$ cat config.mk
export PLATFORM = sky130hd
export DESIGN_NAME = scan_schedule_ctrl
export DESIGN_NICKNAME = d
export VERILOG_FILES = /design/src/rtl/scan_schedule_ctrl.sv
export SDC_FILE = /design/constraint.sdc
export NUM_CORES = 1
export LEC_CHECK = 0
export CORE_MARGIN = 1
export CORE_UTILIZATION = 35
export CTS_CLUSTER_SIZE = 40
export DETAILED_ROUTE_END_ITERATION = 16
export GPL_TIMING_DRIVEN = 0
export PLACE_DENSITY = 0.67
export SLEW_MARGIN = 5
export SYNTH_ARGS = -nofsm -noshare
export SYNTH_HDL_FRONTEND = slang
export SYNTH_SLANG_ARGS = --single-unit
$ cat constraint.sdc
create_clock -name clk -period 2.6 [get_ports clk]
set_input_delay 0.26 -clock clk [delete_from_list [all_inputs] [get_ports clk]]
set_output_delay 0.26 -clock clk [all_outputs]
set_load 0.01 [all_outputs]
$ cat src/rtl/scan_schedule_ctrl.sv
// -----------------------------------------------------------------------------
// scan_schedule_ctrl
//
// Tree-traversal controller for a SCAN polar decoder. Walks the depth-first
// SCAN schedule of an N-bit code for up to ITER iterations per codeword and
// presents one operation per cycle to the downstream address generator / PE
// array through a valid/ready handshake.
//
// Each presented step is an (operation code, node size) pair:
//   TYPE1  (4'b0000) left child, f    layer_r = 2^k
//   TYPE2  (4'b0001) right child, g   layer_r = 2^k
//   BOTTOM (4'b0010) leaf pair        layer_r = 2
//   TYPE3  (4'b0011) combine          layer_r = 2^(k-1)
//
// Ports:
//   clk         rising-edge clock
//   rst_n       asynchronous active-low reset
//   start       pulse, begins a codeword (honoured only when idle)
//   early_stop  level, sampled only when the root combine is accepted
//   step_ready  downstream accepts the presented step
//   step_valid  a step is presented
//   u_type_r    operation code of the presented step
//   layer_r     node size of the presented step (zero-extended to 11 bits)
//   leaf_idx    leaf-pair index, meaningful on BOTTOM steps
//   iter_idx    current iteration, 0..ITER-1
//   busy        codeword in progress
//   done        one-cycle pulse when the codeword has finished
// -----------------------------------------------------------------------------
module scan_schedule_ctrl #(
    parameter int N    = 1024,
    parameter int ITER = 4
) (
    input  logic                    clk,
    input  logic                    rst_n,
    input  logic                    start,
    input  logic                    early_stop,
    input  logic                    step_ready,
    output logic                    step_valid,
    output logic [3:0]              u_type_r,
    output logic [10:0]             layer_r,
    output logic [$clog2(N)-2:0]    leaf_idx,
    output logic [3:0]              iter_idx,
    output logic                    busy,
    output logic                    done
);

    // -------------------------------------------------------------------------
    // Constants
    // -------------------------------------------------------------------------
    localparam int         LOGN      = $clog2(N);
    localparam int         LEAF_W    = LOGN - 1;
    localparam int         PH_LEVELS = LOGN - 1;      // levels 2..LOGN carry a phase
    localparam logic [3:0] K_TOP     = 4'(LOGN);
    localparam logic [3:0] ITER_LAST = 4'(ITER - 1);

    localparam logic [3:0] UT_TYPE1  = 4'b0000;
    localparam logic [3:0] UT_TYPE2  = 4'b0001;
    localparam logic [3:0] UT_BOTTOM = 4'b0010;
    localparam logic [3:0] UT_TYPE3  = 4'b0011;

    // Phase of a node: which of its three operations is due next.
    localparam logic [1:0] PH_LEFT   = 2'd0;
    localparam logic [1:0] PH_RIGHT  = 2'd1;
    localparam logic [1:0] PH_COMB   = 2'd2;

    typedef enum logic [1:0] {
        ST_IDLE = 2'd0,
        ST_RUN  = 2'd1,
        ST_FIN  = 2'd2
    } state_t;

    // -------------------------------------------------------------------------
    // State
    // -------------------------------------------------------------------------
    state_t                     state_reg;
    logic [3:0]                 k_reg;          // current level, node size 2^k
    logic [LEAF_W-1:0]          leaf_reg;
    logic [3:0]                 iter_reg;
    logic                       busy_reg;
    logic                       done_reg;

    // Per-level phases, level gi stored at bits [2*(gi-2) +: 2].
    logic [2*PH_LEVELS-1:0]     ph_flat;

    logic [1:0]                 cur_ph;
    logic                       accept;
    logic                       start_ok;
    logic                       at_root;
    logic                       is_leaf_level;

    assign start_ok      = (state_reg == ST_IDLE) && start;
    assign accept        = step_valid && step_ready;
    assign at_root       = (k_reg == K_TOP);
    assign is_leaf_level = (k_reg == 4'd1);

    // -------------------------------------------------------------------------
    // Phase of the current level. Level 1 has no phase (it is always a leaf
    // pair), so the mux simply yields zero there.
    // -------------------------------------------------------------------------
    always_comb begin
        cur_ph = PH_LEFT;
        for (int i = 2; i <= LOGN; i++) begin
            if (k_reg == 4'(i)) begin
                cur_ph = ph_flat[2*(i-2) +: 2];
            end
        end
    end

    // -------------------------------------------------------------------------
    // Step decode. Everything here is a function of registered state only, so
    // the step presented downstream cannot change while step_ready is low.
    // -------------------------------------------------------------------------
    always_comb begin
        step_valid = 1'b0;
        u_type_r   = UT_TYPE1;
        layer_r    = 11'd0;
        if (state_reg == ST_RUN) begin
            step_valid = 1'b1;
            if (is_leaf_level) begin
                u_type_r = UT_BOTTOM;
                layer_r  = 11'd2;
            end else begin
                unique case (cur_ph)
                    PH_LEFT: begin
                        u_type_r = UT_TYPE1;
                        layer_r  = 11'(1) << k_reg;
                    end
                    PH_RIGHT: begin
                        u_type_r = UT_TYPE2;
                        layer_r  = 11'(1) << k_reg;
                    end
                    default: begin
                        // Phase 3 never occurs; it decodes as a combine.
                        u_type_r = UT_TYPE3;
                        layer_r  = 11'(1) << (k_reg - 4'd1);
                    end
                endcase
            end
        end
    end

    // -------------------------------------------------------------------------
    // Control FSM: traversal level, leaf / iteration counters, busy and done.
    // -------------------------------------------------------------------------
    always_ff @(posedge clk or negedge rst_n) begin
        if (!rst_n) begin
            state_reg <= ST_IDLE;
            k_reg     <= K_TOP;
            leaf_reg  <= '0;
            iter_reg  <= 4'd0;
            busy_reg  <= 1'b0;
            done_reg  <= 1'b0;
        end else begin
            unique case (state_reg)
                ST_IDLE: begin
                    done_reg <= 1'b0;
                    if (start_ok) begin
                        state_reg <= ST_RUN;
                        k_reg     <= K_TOP;
                        leaf_reg  <= '0;
                        iter_reg  <= 4'd0;
                        busy_reg  <= 1'b1;
                    end
                end

                ST_RUN: begin
                    if (accept) begin
                        unique case (u_type_r)
                            UT_BOTTOM: begin
                                // Counter width is log2(N/2), so it wraps
                                // from N/2-1 to 0 by itself.
                                leaf_reg <= leaf_reg + 1'b1;
                                k_reg    <= k_reg + 4'd1;
                            end
                            UT_TYPE1, UT_TYPE2: begin
                                k_reg <= k_reg - 4'd1;
                            end
                            default: begin
                                if (!at_root) begin
                                    k_reg <= k_reg + 4'd1;
                                end else if ((iter_reg == ITER_LAST) || early_stop) begin
                                    // Root combine of the final iteration.
                                    state_reg <= ST_FIN;
                                    busy_reg  <= 1'b0;
                                    done_reg  <= 1'b1;
                                end else begin
                                    // Iteration boundary: restart at the root.
                                    iter_reg <= iter_reg + 4'd1;
                                    leaf_reg <= '0;
                                end
                            end
                        endcase
                    end
                end

                ST_FIN: begin
                    state_reg <= ST_IDLE;
                    done_reg  <= 1'b0;
                end

                default: begin
                    state_reg <= ST_IDLE;
                    busy_reg  <= 1'b0;
                    done_reg  <= 1'b0;
                end
            endcase
        end
    end

    // -------------------------------------------------------------------------
    // Per-level phase registers.
    //
    // A level advances its own phase when its node issues f or g, and clears
    // when it combines. When a node descends (f or g), the child one level
    // below starts afresh, so that child's phase is cleared as well.
    // -------------------------------------------------------------------------
    generate
        for (genvar gi = 2; gi <= LOGN; gi++) begin : g_ph
            logic [1:0] ph_reg;

            always_ff @(posedge clk or negedge rst_n) begin
                if (!rst_n) begin
                    ph_reg <= PH_LEFT;
                end else if (start_ok) begin
                    ph_reg <= PH_LEFT;
                end else if (accept) begin
                    if (k_reg == 4'(gi)) begin
                        unique case (u_type_r)
                            UT_TYPE1: ph_reg <= PH_RIGHT;
                            UT_TYPE2: ph_reg <= PH_COMB;
                            UT_TYPE3: ph_reg <= PH_LEFT;
                            default:  ph_reg <= ph_reg;
                        endcase
                    end else if ((k_reg == 4'(gi + 1)) &&
                                 ((u_type_r == UT_TYPE1) || (u_type_r == UT_TYPE2))) begin
                        ph_reg <= PH_LEFT;
                    end
                end
            end

            assign ph_flat[2*(gi-2) +: 2] = ph_reg;
        end
    endgenerate

    // -------------------------------------------------------------------------
    // Outputs
    // -------------------------------------------------------------------------
    assign leaf_idx = leaf_reg;
    assign iter_idx = iter_reg;
    assign busy     = busy_reg;
    assign done     = done_reg;

endmodule

==> results.cfg, run 1 <==
[run_status]
status = complete, but fails checks
violations = setup timing

[floorplan]
die-area_um2 = 7740
rows = 30
pin_count = 36
die_h_um = 88.0
core_um2 = 6980
chipWidth_um = 88.0
start_util_pct = 37.1

[power_and_ir_drop]
vdd.ir_drop.worst_mv = 0.586
power_density_nw_per_um2 = 1250
cellLeakagePower_nw = 1.49

[critical_path]
path_class = reg -> out
worstSetupEndpoint = layer_r[6]
worstPathRequired_ps = 2340
r2r_end = g_ph[3].ph_reg[0]$_DFFE_PN0P_
crit_top_cell = nor2_4
critPathLaunchType = flip-flop
critPathMaxFanout = 6
crit_path_max_incr_delay_ps = 600
r2r_slack_ps = -270
r2r_cells = 13
crit_arrival_ps = 2960
crit_start = k_reg[1]$_DFFE_PN1P_
path_cells = inv_4, ha_4, nand3b_1, a211oi_2, o21ba_4, nor2_4, o31a_1, or4_4, buf_12, nor2_4, buf_6
r2r_start = k_reg[1]$_DFFE_PN1P_
critPathSlowestCell = dfstp_2
endpoint_kind = primary output

[final_layout]
antenna_cells = 0
largest_register_ffs = 18
syn2layout_area_growth_pct = 41.8
finalNetCount = 401
drive_gt1_share_pct = 28.7
instances_no_fill = 486
design_area_um2 = 3670

[synthesis]
synth_top_family_by_area = compound AO/OA/AOI/OAI gates
synth-xor-area-share_pct = 1.02
synth_fa_ha_area_share_pct = 3.38
synthArstFlopShare_pct = 100
ys_warn_count = 0
synth_compound_area_share_pct = 26.8
post_synth.cell_area_avg_um2 = 8.16
ys_types = 63
synth-seq-cells = 39
muxShareOfSynthArea_pct = 1.69
yosys.area_share.simple_pct = 24.5
synth-edff-count = 0
syn_inst = 317
seq_area_frac_synth_pct = 37.8
syn_area_um2 = 2590
ys.flop_type = dfrtp_1

[global_routing]
grt_pass1_wl_um = 12800
grt_max_degree = 37
use_met3_pct = 3.77
grt_pass1_vias = 2487
overflow = 0
use_met2_pct = 33.7
grtUsageMet1_pct = 29.0
grt-busiest-layer = met2
antenna_found_initial = 0
grt_usage_pct = 21.3

[placed_design]
dp.cells = 448
dpl_cell_area_um2 = 3110
gp_congestion = 0.881
port_buffers = 33
hpwl_um = 5100

[clock_network]
tritoncts = done
clkTransAtPathRegs_ps = 80
h-tree-depth = 2
numCtsBuffers = 5
cts.sinks = 39
root_buffer = clkbuf_8
clkLatencyLatePin_ps = 300
clk_path_buf_depth = 2

[sta]
tns_ps = -7100
slew_violations = 0
finalSetupViolCount = 22
min_period_ps = 3220
slew_headroom_pct = 57.6
period_share_pct = 124
max_freq_ghz = 0.310
tightest_slew_ps = 633
setup_slack_ps = -621
skew_ps = 9.95
rsz0062_at_grt = yes
finalHoldViolCount = 0

[drt]
drt_first_pass_iters = 5
first_iter_violations = 281
drt.antenna.violating_nets = 0
wl_um = 8070
drc_errors = 0
wl_per_cell_um = 16.6
vias = 2768
vias_per_cell = 5.70

[job]
maxCapViolCount = 0

[worst_hold_path]
holdCritPathClass = in -> async
## placed cells by master, fill, tap and decap left out, types with 4 or more instances in the layout
cell type	n
nand3_1	9
buf_2	7
and3_1	5
nand2_1	43
nand3b_1	6
o31ai_1	5
nor2_1	33
clkbuf_8	5
nand4_1	4
o2bb2ai_1	5
o21ai_1	12
dfrtp_1	36
clkdlybuf4s50_1	19
nor3_1	5
buf_6	9
nor2_4	7
ha_4	4
clkbuf_1	4
buf_4	32
o21ai_0	22
nand2b_1	4
a21oi_2	4
clkdlybuf4s15_2	6
a21oi_1	13
inv_1	8
## cell usage after synthesis, types with 6 or more instances
library cell,instances,area (um2)
nor3_1,6,30.0
o31ai_1,7,52.6
dfrtp_1,37,926
buf_2,9,45.0
a21oi_1,17,85.1
inv_1,9,33.8
o21ai_0,23,115
nand3b_1,6,45.0
nand3_1,9,45.0
ha_1,7,87.6
nor2_1,40,150
nand2_1,45,169
o21ai_1,11,55.1
## kinds of logic after synthesis
family | Yosys count
flip-flops | 39
multiplexers | 4
adder cells (fa/ha/maj) | 7
other | 1
buffers and inverters | 26
XOR/XNOR | 3
AND/OR/NAND/NOR | 134
AO/OA/AOI/OAI | 103
## how the worst min path moves through the flow
stage	end	cells after the start	from	slack [ps]
6_report	leaf_idx[5]$_DFFE_PN0P_	2	rst_n	300
5_1_grt	leaf_idx[5]$_DFFE_PN0P_	2	rst_n	310
4_1_cts	leaf_idx[5]$_DFFE_PN0P_	2	rst_n	290
3_5_place_dp	leaf_idx[5]$_DFFE_PN0P_	1	rst_n	90
2_1_floorplan	busy$_DFFE_PN0P_	0	rst_n	-40
3_3_place_gp	leaf_idx[8]$_DFFE_PN0P_	1	leaf_idx[8]$_DFFE_PN0P_	460
## where the power goes
part	leakage, nW	total [mW]	switching (mW)	internal (mW)
Sequential	0.524	0.890	0.145	0.746
Combinational	0.932	3.27	1.86	1.40
Clock	0.0385	0.414	0.224	0.190
Total	1.49	4.57	2.23	2.34
## through the flow
step                power, mW  worst slack, ps  hold WS (ps)  utilization (%)
finish                   4.57             -621           301             52.6
global placement         3.19             -788           461             44.4
CTS                      4.15             -558           293             50.3
detailed placement       3.20             -799          85.1             44.6
global route             4.84             -689           313             52.6
floorplan                2.51            -91.9         -35.6                -
## layout make-up
type                       instances  area, um2
tap                               96        120
buffer                            13       91.3
sequential                        39        980
clock buffer                       7       76.3
clock inverter                     1       7.51
inverter                          12       55.1
multi-input combinational        253       1740
timing repair buffer              65        601
fill                             648       3310
## metal layers
layer	share of wire [%]	up-vias
met1	42	1336
met5	0	-
met4	2.9	0
met3	6.6	28
li1	-	1277
met2	48	127
## critical path, delay by kind of cell, from the launching register on
family	cells	cell delay, ps
buffers and inverters	3	320
flip-flops	1	600
AO/OA/AOI/OAI	3	790
adder cells (fa/ha/maj)	1	180
AND/OR/NAND/NOR	4	760
## what timing repair did
action                     CTS  global route
setup buffers               22             9
pin swaps                   15             9
resized for setup           75            22
gates cloned                 0             0
hold endpoints to repair    28             0
setup endpoints to repair   25            31
hold buffers                 1             0
(Power assumes the default switching activity.)
==> run 2: changes to the inputs <==
SETUP_SLACK_MARGIN = 0.2   (was not set)
==> run 2 against run 1 <==
  * The flow still finishes with violations (setup timing)
  * Wire length is 26% higher
  * First-iteration DRC count is 28% higher
  * Sequential power is 1% higher
  * Core utilization is 5.4 points higher
  * Clock power hardly changed
  * Via count is 11% higher
  * Clock-buffer cell count stayed put
  * Hold slack better by 27 ps
  * Fmax is 5.6% lower
  * Total power is 25% higher
  * Largest power group unchanged
  * Highest routed layer unchanged
==> results.cfg, run 2 (synthesized netlist as in run 1, its figures left out) <==
[run_status]
status = complete, but fails checks
violations = setup timing

[final_layout]
drive_gt1_share_pct = 40.7
antenna_cells = 0
design_area_um2 = 4050
largest_register_ffs = 18
most-common-layout-cells = nand2_1 (38), dfrtp_1 (36), buf_4 (33)
final_common_cell = nand2_1
syn2layout_area_growth_pct = 56.3
finalNetCount = 421

[drt]
drt_first_pass_iters = 5
wl_per_cell_um = 20.1
vias_per_cell = 6.09
first_iter_violations = 360
drc_errors = 0
wl_um = 10200
drt.antenna.violating_nets = 0
vias = 3081

[clock_network]
tritoncts = done
clkTransAtPathRegs_ps = 70
clkLatencyLatePin_ps = 300
root_buffer = clkbuf_8
h-tree-depth = 2
numCtsBuffers = 5
clk_path_buf_depth = 2
cts.sinks = 39

[critical_path]
crit_start = k_reg[1]$_DFFE_PN1P_
r2r_cells = 15
path_class = reg -> out
critPathMaxFanout = 6
critPathLaunchType = flip-flop
r2r_end = g_ph[3].ph_reg[0]$_DFFE_PN0P_
path_cells = inv_4, ha_4, nand3b_1, buf_4, a211oi_1, a21oi_1, o31ai_2, o31a_1, buf_4, buf_6, nand3_4, buf_6, nor2_2, buf_2
crit_path_max_incr_delay_ps = 590
critPathSlowestCell = dfstp_2
r2r_start = k_reg[1]$_DFFE_PN1P_
endpoint_kind = primary output
crit_arrival_ps = 3150
worstPathRequired_ps = 2340
r2r_slack_ps = -340

[power_and_ir_drop]
cellLeakagePower_nw = 1.67
power.total_mw = 5.72
vdd.ir_drop.worst_mv = 0.731
power_density_nw_per_um2 = 1410

[sta]
skew_ps = 6.60
finalHoldViolCount = 0
slew_violations = 0
finalSetupViolCount = 35
max_freq_ghz = 0.293
min_period_ps = 3410
slew_headroom_pct = 47.3
rsz0062_at_grt = yes
fin_hold_ws_ps = 328
period_share_pct = 131
tightest_slew_ps = 787
setup_slack_ps = -811

[floorplan]
die_h_um = 88.0
die-area_um2 = 7740
core_um2 = 6980
chipWidth_um = 88.0
rows = 30
start_util_pct = 37.1
pin_count = 36

[global_routing]
grt_usage_pct = 24.2
grt_max_degree = 38
overflow = 0
grt_pass1_wl_um = 14300
grt_pass1_vias = 2864
antenna_found_initial = 0

[placed_design]
place_ws_ps = -792
gp_congestion = 0.925
port_buffers = 33
hpwl_um = 5300
dpl_cell_area_um2 = 3120

[job]
maxCapViolCount = 0

[worst_hold_path]
holdCritPathClass = in -> async
run 2: worst max path at each step:
stage	slack, ps	end	cells past startpoint
4_1_cts	-600	layer_r[6]	11
3_5_place_dp	-790	layer_r[4]	11
5_1_grt	-870	layer_r[10]	14
6_report	-810	layer_r[0]	14
2_1_floorplan	-90	layer_r[4]	9
3_3_place_gp	-780	layer_r[4]	11
run 2: worst max-delay path, delay by kind of cell (launching register included):
family / cells / cell delay [ps]
fa+ha+maj: 1 / 180
simple gates: 3 / 370
flops: 1 / 590
buf+inv: 6 / 750
compound gates: 4 / 960
run 2: metrics by stage:
stage | setup TNS, ps | std cells | utilization (%)
2_1_floorplan | -297 | 318 | -
3_3_place_gp | -10010 | 447 | 44.5
3_5_place_dp | -10370 | 448 | 44.7
4_1_cts | -5120 | 489 | 53.8
5_1_grt | -17170 | 506 | 57.9
6_report | -14740 | 506 | 57.9
run 2: final cells by class:
class,instances,area (um2)
clock buffers,7,76.3
well taps,96,120
repair buffers,84,772
clock inverters,1,5.00
inverters,12,57.6
multi-input cells,253,1930
plain buffers,14,105
flip-flops and latches,39,980
fillers,576,2940
run 2: timing repair:
action | CTS | global route
pin swaps | 25 | 29
gates cloned | 0 | 0
hold buffers | 1 | 0
gates resized for setup | 124 | 43
setup endpoints to repair | 43 | 44
hold endpoints to repair | 2 | 0
buffers inserted | 32 | 17
run 2: where the power goes:
group          total [mW]  leakage (nW)  internal [mW]  switching (mW)
clock network       0.413        0.0422          0.189           0.224
logic                4.40          1.11           1.92            2.49
registers           0.903         0.524          0.746           0.157
total                5.72          1.67           2.85            2.87
run 2: layer usage:
layer | global-route usage [%] | wire (um)
met1 | 30.8 | 3970
met4 | 13.4 | 580
met3 | 4.71 | 830
met2 | 38.6 | 4800
met5 | 0 | 0
